## config.mk

```make
export PLATFORM = sky130hd
export DESIGN_NAME = bitorder_param
export DESIGN_NICKNAME = d
export VERILOG_FILES = /design/src/rtl/bitorder_param.sv
export SDC_FILE = /design/constraint.sdc
export NUM_CORES = 1
export LEC_CHECK = 0
export CORE_ASPECT_RATIO = 0.75
export CORE_UTILIZATION = 55
export CTS_CLUSTER_SIZE = 20
export DETAILED_ROUTE_END_ITERATION = 10
export PLACE_DENSITY_LB_ADDON = 0.15
export SKIP_CTS_REPAIR_TIMING = 1
export SYNTH_ARGS = -nofsm -noshare
export SYNTH_HDL_FRONTEND = slang
export SYNTH_SLANG_ARGS = --single-unit
```

## constraint.sdc

```tcl
create_clock -name clk -period 5.35 [get_ports clk]
set_input_delay 1.07 -clock clk [delete_from_list [all_inputs] [get_ports clk]]
set_output_delay 1.07 -clock clk [all_outputs]
set_load 0.05 [all_outputs]
```

## src/rtl/bitorder_param.sv

```systemverilog
// Lane bit-order converter: collects DW-bit lanes of a byte (LSB lane first),
// then re-emits the completed byte one lane per cycle, MSB lane first
// (MODE=1) or in arrival order (MODE=0). Also flags frames that end
// mid-byte and counts completed bytes per frame.
module bitorder_param #(
    parameter int unsigned DW        = 2,
    parameter int unsigned BYTE_BITS = 8,
    parameter bit          MODE      = 1'b1,
    parameter int unsigned CNT_W     = 12
) (
    input  logic             clk,
    input  logic             rst,
    input  logic             axiiv,
    input  logic [DW-1:0]    axiid,
    output logic             axiov,
    output logic [DW-1:0]    axiod,
    output logic             partial_drop,
    output logic [CNT_W-1:0] byte_count
);

    localparam int unsigned      N       = BYTE_BITS / DW;
    localparam int unsigned      CW      = (N > 1) ? $clog2(N) : 1;
    localparam logic [CW-1:0]    LAST    = CW'(N - 1);
    localparam logic [CNT_W-1:0] CNT_MAX = '1;

    logic [CW-1:0]        cnt_in;
    logic [BYTE_BITS-1:0] cap_buf;
    logic [BYTE_BITS-1:0] out_buf;
    logic [CW-1:0]        out_idx;
    logic                 out_act;
    logic                 prev_v;

    logic                 frame_start;
    logic                 byte_done;
    logic [CW-1:0]        lane_idx;
    logic [BYTE_BITS-1:0] cap_next;

    // Output lane i of a byte, in the configured order.
    function automatic logic [DW-1:0] pick(input logic [BYTE_BITS-1:0] b,
                                           input logic [CW-1:0] i);
        int unsigned pos;
        pos = MODE ? (N - 1 - 32'(i)) : 32'(i);
        return b[DW*pos +: DW];
    endfunction

    // Capture-side decode: lane position and the byte including this lane.
    always_comb begin
        frame_start = axiiv & ~prev_v;
        // A frame always begins at lane 0, whatever the counter holds.
        lane_idx    = frame_start ? '0 : cnt_in;
        byte_done   = axiiv & (lane_idx == LAST);
        cap_next    = cap_buf;
        cap_next[DW*lane_idx +: DW] = axiid;
    end

    // Input side: lane counter, capture buffer, frame tracking, drop pulse, byte count.
    always_ff @(posedge clk) begin
        if (!rst) begin
            cnt_in       <= '0;
            cap_buf      <= '0;
            prev_v       <= 1'b0;
            partial_drop <= 1'b0;
            byte_count   <= '0;
        end else begin
            prev_v       <= axiiv;
            // Only a frame that stopped with lanes pending raises the pulse.
            partial_drop <= ~axiiv & prev_v & (cnt_in != '0);
            if (axiiv) begin
                cap_buf <= cap_next;
                cnt_in  <= byte_done ? '0 : lane_idx + CW'(1);
            end else begin
                cnt_in  <= '0;
            end
            if (frame_start) begin
                byte_count <= byte_done ? CNT_W'(1) : '0;
            end else if (byte_done && byte_count != CNT_MAX) begin
                byte_count <= byte_count + CNT_W'(1);
            end
        end
    end

    // Output side: a completed byte preempts nothing, since the previous
    // byte's last lane leaves on the same edge the new byte loads.
    always_ff @(posedge clk) begin
        if (!rst) begin
            out_buf <= '0;
            out_idx <= '0;
            out_act <= 1'b0;
            axiov   <= 1'b0;
            axiod   <= '0;
        end else if (byte_done) begin
            out_buf <= cap_next;
            out_idx <= CW'(1);
            out_act <= (N > 1);
            axiov   <= 1'b1;
            axiod   <= pick(cap_next, '0);
        end else if (out_act) begin
            out_idx <= out_idx + CW'(1);
            out_act <= (out_idx != LAST);
            axiov   <= 1'b1;
            axiod   <= pick(out_buf, out_idx);
        end else begin
            axiov   <= 1'b0;
            axiod   <= '0;
        end
    end

endmodule

```

Yosys cells after proc, flatten, opt, wreduce, memory -nomap -nowiden. Cells that the tools add are included.

Register bits: 38. Input bits: 5. Word-level logic and storage cells: 48.

Add/sub/neg operators: 5. Equal/unequal tests: 3. Shifts and indexed selects: 3. Mux-type cells: 13. Bitwise gates (word level): 7. Reduce and logical (&&, ||, !) cells: 6.

Operators with widths (count): negation 3 -> 34 bit (1); variable shift 2 x 34 -> 8 bit (first input constant) (1); indexed part select 2 x 34 -> 8 bit (1); indexed part select 8 x 33 -> 2 bit (1); 2-to-1 mux 12 bit (2); adder 12 x 1 -> 12 bit (second input constant) (1); inequality test 12 bit (second input constant) (1); bitwise mux 8 bit (1); 2-to-1 mux 1 bit (7); 2-to-1 mux 2 bit (3); nonzero test 2 bit (3); adder 2 x 1 -> 2 bit (second input constant) (2); AND 1 bit (4); NOT 1 bit (3); OR reduction 3 bit (1); subtractor 2 x 2 -> 3 bit (first input constant) (1); == test 2 bit (second input constant) (1); inequality test 2 bit (second input constant) (1); OR reduction 2 bit (1); logical AND 1 bit (1).

Logic depth before layout (Yosys ltp). Gate-level depths: netlist of the first run.

Depth in word-level cells: 8. Mapped depth: 10. Gate-level depth less buffers: 8.

Least setup slack after synthesis of the first run. OpenSTA, ideal clock, no wires.

Kind: input port to flip-flop. From: in axiiv. To: reg byte_count[7]. Setup time: 72 ps. Data arrival time: 2778 ps. Required time: 5278 ps. Path slack: 2500 ps. Cell stages on the path: 9. Path buffers: 1. Cells stage by stage: buf_2 nand2b_1 nand2_1 inv_1 ha_1 nand2_2 or4_1 or3_1 a21oi_1.

Longest elaborated chain between the ends: 6. Elaborated cells between the ends (all ways): 7. Classes of those cells: 1 x eq/ne; 2 x mux; 2 x bitwise; 2 x reduce/logical.

Ends and longest elaborated chain: start, declared (RTL line 13) `input logic axiiv,`; AND 1 bit (RTL line 48) `frame_start = axiiv & ~prev_v;`; 2-to-1 mux 2 bit (RTL line 50) `lane_idx = frame_start ? '0 : cnt_in;`; == test 2 bit (RTL line 51) `byte_done = axiiv & (lane_idx == LAST);`; AND 1 bit (RTL line 51); logical AND 1 bit (RTL line 76) `end else if (byte_done && byte_count != CNT_MAX) begin`; nonzero test 2 bit (no source line); end signal, assigned (RTL line 75) `byte_count <= byte_done ? CNT_W'(1) : '0;`; end signal, assigned (RTL line 77) `byte_count <= byte_count + CNT_W'(1);`; end, declared (RTL line 18) `output logic [CNT_W-1:0] byte_count`.

Parallel ways exist; a longest one is shown, timed or not. A chain may end at the register's enable or synchronous reset.

Worst setup path in the final report of the first run.
From: in axiiv. To: reg byte_count[9].

Same word-level chain as after synthesis.

==> impl_metrics.py, run 1 <==
metrics = {
    "logic_synthesis": {
        "syn_area_mm2": 0.001687,
        "ys_seq_area_share_pct": 42.73,
        "synthMuxAreaShare_pct": 5.638,
        "ys_warn_count": 0,
        "ys_types": 37,
        "synthAdderAreaFrac_pct": 2.967,
        "synth_top_family_by_area": "simple AND/OR/NAND/NOR gates",
        "postSynthAreaPerCell_um2": 8.649,
        "synthCells": 195,
        "synth_compound_gate_area_share_pct": 19.21,
        "synthSimpleGateAreaFrac_pct": 24.26,
        "synth_top_area_cell": "dfxtp_1",
        "yosys-top-cells-area": "dfxtp_1, a21oi_1, o21ai_0, nand2_1, or4_1",
        "yosysTopAreaCellShare_pct": 42.73,
        "syn_nets": 204,
        "ys_seq_elements": 36,
        "synth_xor_area_share_pct": 0.5193,
    },
    "clock_network": {
        "clock_sinks": 36,
        "clk-insertion-delay-late_ps": 290,
        "clk_path_buf_depth": 2,
        "clkTransAtPathRegs_ps": 70,
        "cts_tree": "done",
        "cts_inserted_buffers": 5,
        "cts-root-buf": "clkbuf_8",
        "cts_max_level": 2,
    },
    "layout": {
        "drive_gt1_share_pct": 7.042,
        "final_common_cell": "dfxtp_1",
        "nFillCells": 211,
        "antennaDiodeCount": 0,
        "instances_no_fill": 249,
        "final_cell_mix": "dfxtp_1, a21oi_1, clkdlybuf4s50_1",
        "layout.nets": 221,
        "syn2layout_area_growth_pct": 19.07,
    },
    "setup_path": {
        "ff2ff_setup_slack_ps": 2850,
        "cp.arrival_ps": 3830,
        "cp_max_fo": 17,
        "critPathLaunchType": "primary input",
        "crit_chain": "clkdlybuf4s50_1 -> nand2b_1 -> nand2_1 -> inv_1 -> ha_1 -> nand2_2 -> or4_1 -> or3_1 -> a21oi_1",
        "slowest_delay_ps": 680,
        "cp_data_required_time_ps": 5560,
        "critPathSlowestCell": "clkdlybuf4s50_1",
        "end_kind": "register",
        "critPathKind": "in2reg",
    },
    "detailed_routing": {
        "dr.pass1.iters": 4,
        "viasPerCell": 6.205,
        "wl_per_cell_um": 15.35,
        "drc": 0,
        "num_vias": 1545,
        "final_antenna_net_count": 0,
        "drt_iter0_markers": 105,
        "wirelength_mm": 3.821,
    },
    "power_and_ir_drop": {
        "finalPower_mw": 0.5323,
        "p_per_area_mw_per_mm2": 265.1,
        "peakVddDrop_uv": 161.4,
        "p_leak_nw": 0.7080,
    },
    "timing": {
        "tightest_slew_ps": 679.0,
        "fin_setup_tns_ps": 0,
        "rsz0062_at_grt": "no",
        "skew_ps": 5.427,
        "setup_violations": 0,
        "hold_viol_final": 0,
        "timing.fmax_mhz": 276.6,
        "slew_headroom_pct": 54.36,
        "period_share_pct": 67.58,
        "slew_violations": 0,
        "period_minus_slack_ps": 3616,
    },
    "min_path": {
        "hold_path.class": "reg2reg",
    },
    "global_route": {
        "antenna_found_initial": 0,
        "grt_usage_pct": 25.75,
        "first_global_vias": 1405,
        "overflow": 0,
        "grt_pass1_wl_mm": 6.382,
        "grt_start_max_net_pins": 22,
    },
    "floorplanning": {
        "rows": 16,
        "io_pins": 21,
        "die_h_um": 49.96,
        "die-area_mm2": 0.003294,
        "start_util_pct": 61.05,
        "die_w_um": 65.95,
        "core_mm2": 0.002763,
    },
    "place": {
        "dp_hpwl_mm": 2.716,
        "numPortBuffers": 20,
        "gp_congestion": 0.8573,
        "placed_cells": 241,
    },
    "status": {
        "status": "complete, no violations",
    },
    "flow_run": {
        "cap_violations": 0,
    },
}
[registers in the layout, indices dropped and copies added (netlist names)]
name and cells:
axiov 1, axiod 2, out_buf 8, prev_v 1
cnt_in 2, cap_buf 6, partial_drop 1, out_idx 2
out_act 1, byte_count 12
[logic make-up (layout without fill, tap and decap cells)]
family,count (synthesis),after routing
xor+xnor,1,1
buf+inv,20,38
compound gates,53,53
mux,7,7
flops,36,36
fa+ha+maj,4,4
simple gates,74,74
[path summary, 6_finish.rpt]
| kind | from | endpoint | cells after the start |
|---|---|---|---|
| setup / recovery | axiiv | byte_count[9] | 9 |
| hold / removal | out_buf[6] | out_buf[6] | 1 |
| setup reg to reg | prev_v | byte_count[9] | 8 |
| hold reg to reg | out_buf[6] | out_buf[6] | 1 |
[Yosys cell counts]
cell type   n
a21boi_0    6
and3_1      4
and2_1      2
nand3_1     7
dfxtp_1    36
o211a_1     1
o31ai_1     5
buf_1       1
nor4_1      2
or4_1       7
and2_0      1
o31a_1      1
a21oi_1    20
nor2b_1     4
nor3_1      8
mux4_2      2
nor4bb_1    1
clkbuf_1    7
nand4_1     6
nand2_2     1
inv_1       9
a31o_2      2
ha_1        4
a21o_1      2
mux2i_1     5
nand3_2     1
xnor2_1     1
a221o_1     1
o21a_1      1
nand2b_1    1
nand2_1    17
buf_2       3
or3_1       7
nor3b_1     1
o211ai_1    1
o21ai_0    13
nor2_1      4
[report_power, final]
part	internal (mW)	total (mW)	switching [mW]
registers	0.270	0.273	0.00230
clock network	0.138	0.233	0.0947
logic	0.00952	0.0267	0.0172
total	0.418	0.532	0.114
[stage by stage]
stage                     hold WS (ps)  util, %  cell area, um^2  setup WS (ps)
after CTS                        467.2    72.69             2008           1779
after floorplan                  421.5        -             1687           2500
final                            467.9    72.69             2008           1735
after global routing             492.5    72.69             2008           1568
after detailed placement         447.1    68.80             1901           1475
after global placement           438.8    68.80             1901           1658
[per-layer routing]
metal / part of all wire (%) / up-vias / track usage (%)
met2: 44 / 72 / 37.59
met4: 1.7 / 0 / 9.929
met3: 8.5 / 9 / 6.713
met5: 0 / - / 0
li1: - / 745 / -
met1: 46 / 719 / 36.06
[worst max-delay path: cells and delay by family]
family	cells	cell delay, ps
AO/OA/AOI/OAI	1	140
adder cells (fa/ha/maj)	1	300
AND/OR/NAND/NOR	5	1530
buffers and inverters	2	780
[layout make-up]
class | instances | area (um^2) | share of cell area [%]
timing repair buffer | 21 | 207.7 | 10.34
tap | 36 | 45.04 | 2.243
clock buffer | 6 | 72.57 | 3.614
multi-input combinational | 139 | 893.4 | 44.49
clock inverter | 2 | 35.03 | 1.745
sequential | 36 | 720.7 | 35.89
inverter | 9 | 33.78 | 1.682
Power figures use the tool's default switching activity.
==> run 2: changes to the inputs <==
--- a/config.mk
+++ b/config.mk
@@ -6,7 +6,7 @@
 export NUM_CORES = 1
 export LEC_CHECK = 0
 export CORE_ASPECT_RATIO = 0.75
-export CORE_UTILIZATION = 55
+export CORE_UTILIZATION = 49
 export CTS_CLUSTER_SIZE = 20
 export DETAILED_ROUTE_END_ITERATION = 10
 export PLACE_DENSITY_LB_ADDON = 0.15
==> constraint.sdc (replaced) <==
create_clock -name clk -period 3.1 [get_ports clk]
set_input_delay 0.62 -clock clk [delete_from_list [all_inputs] [get_ports clk]]
set_output_delay 0.62 -clock clk [all_outputs]
set_load 0.05 [all_outputs]
==> impl_metrics.py, run 2 (same netlist as run 1, synthesis figures left out) <==
metrics = {
    "status": {
        "status": "complete, no violations",
    },
    "power_and_ir_drop": {
        "power.share.clock_pct": 40.6,
        "p_int_mw": 0.6651,
        "p_leak_nw": 0.7178,
        "p_per_area_mw_per_mm2": 429.9,
        "seqPwrFrac_pct": 53.9,
        "peakVddDrop_uv": 233.5,
        "switching_share_pct": 23.76,
        "pwr-share-comb_pct": 5.5,
        "switchingPower_mw": 0.2073,
    },
    "timing": {
        "setup_ws_ps": 513.2,
        "slew_violations": 0,
        "slew_headroom_pct": 58.83,
        "period_minus_slack_ps": 2587,
        "timing.fmax_mhz": 386.6,
        "fin_setup_tns_ps": 0,
        "hold_viol_final": 0,
        "skew_ps": 4.634,
        "setup_violations": 0,
        "period_share_pct": 83.45,
        "rsz0062_at_grt": "no",
        "tightest_slew_ps": 612.9,
    },
    "clock_network": {
        "cts_max_level": 2,
        "clk_path_buf_depth": 2,
        "clkTransAtPathRegs_ps": 80,
        "cts_tree": "done",
        "clock_sinks": 36,
        "cts_inserted_buffers": 5,
        "clk-insertion-delay-late_ps": 300,
        "cts-root-buf": "clkbuf_8",
    },
    "flow_run": {
        "cap_violations": 0,
    },
    "global_route": {
        "first_global_vias": 1318,
        "grt_usage_pct": 23.43,
        "antenna_found_initial": 0,
        "overflow": 0,
        "grt_start_max_net_pins": 17,
        "grt_pass1_wl_mm": 6.451,
    },
    "setup_path": {
        "end_kind": "register",
        "cp_data_required_time_ps": 3330,
        "critPathSlowestCell": "or4_1",
        "crit_chain": "clkdlybuf4s50_1 -> nand2b_1 -> nand2_1 -> inv_1 -> ha_1 -> nand2_2 -> or4_1 -> or3_1 -> a21oi_1",
        "slowest_delay_ps": 560,
        "ff2ff_setup_slack_ps": 760,
        "cp.arrival_ps": 2810,
        "critPathLaunchType": "primary input",
        "cp_max_fo": 14,
        "critPathKind": "in2reg",
    },
    "place": {
        "placed_cells": 249,
        "numPortBuffers": 20,
        "gp_congestion": 0.8483,
        "dp_hpwl_mm": 2.734,
        "pre_cts_ws_ps": 226.9,
    },
    "detailed_routing": {
        "drt_iter0_markers": 115,
        "wirelength_mm": 3.871,
        "dr.pass1.iters": 4,
        "num_vias": 1515,
        "viasPerCell": 5.895,
        "wl_per_cell_um": 15.06,
        "drc": 0,
        "final_antenna_net_count": 0,
    },
    "layout": {
        "syn2layout_area_growth_pct": 20.33,
        "final_cell_mix": "dfxtp_1, a21oi_1, clkdlybuf4s50_1",
        "antennaDiodeCount": 0,
        "regMostFlops": "byte_count",
        "nFillCells": 268,
        "drive_gt1_share_pct": 8.756,
        "final_common_cell": "dfxtp_1",
        "instances_no_fill": 257,
        "layout.nets": 225,
        "reg_top3": "byte_count x12, out_buf x8, cap_buf x6",
        "largest_reg_flops": 12,
    },
    "floorplanning": {
        "start_util_pct": 51.29,
        "die_w_um": 69.75,
        "rows": 18,
        "die-area_mm2": 0.003683,
        "core_mm2": 0.003288,
        "io_pins": 21,
        "die_h_um": 52.81,
    },
    "min_path": {
        "hold_path.class": "reg2reg",
    },
}
run 2: cell count changes in the layout (fill, tap and decap cells not counted):
cell and change:
bufinv_16 -1, buf_4 +4, clkinv_2 -1, clkinvlp_4 +1, clkbuf_8 +1
run 2: worst max-delay path, delay by kind of cell:
kind	cells	cell delay, ps
AOI/OAI and AO/OA	1	140
adders and majority gates	1	190
buffers and inverters	2	530
and+or+nand+nor	5	1350
run 2: worst paths after layout:
kind / from / end / cells after the start
worst min register to register: cap_buf[4] / cap_buf[4] / 2
worst min-delay path: cap_buf[4] / cap_buf[4] / 2
worst max register to register: prev_v / byte_count[9] / 8
worst max-delay path: axiiv / byte_count[9] / 9
run 2: layout make-up:
cell class,count,area [um^2],area share [%]
tap,40,50.05,2.466
multi-input combinational,139,893.4,44.02
clock buffer,7,86.33,4.254
timing repair buffer,25,237.7,11.71
clock inverter,1,7.507,0.3699
inverter,9,33.78,1.665
sequential,36,720.7,35.51
run 2: routing by layer:
layer	global-route usage [%]	vias up	part of all wire [%]
met4	8.667	0	1.5
met1	31.59	722	49
li1	-	754	-
met5	0	-	0
met2	34.30	31	44
met3	8.654	8	5.5
run 2: power groups by stage:
stage	Clock [mW]	Combinational, mW	Sequential, mW
floorplan	0	0.0312	0.480
global placement	0	0.0461	0.480
detailed placement	0	0.0468	0.481
CTS	0.361	0.0472	0.470
global route	0.382	0.0524	0.471
finish	0.354	0.0477	0.470
run 2: stage by stage:
stage	utilization (%)	area, um^2	power [mW]	hold slack [ps]
floorplan	-	1687	0.5115	421.5
global placement	58.87	1936	0.5266	440.9
detailed placement	58.87	1936	0.5275	448.5
CTS	61.72	2029	0.8781	466.6
global route	61.72	2029	0.9049	489.1
finish	61.72	2029	0.8724	468.3
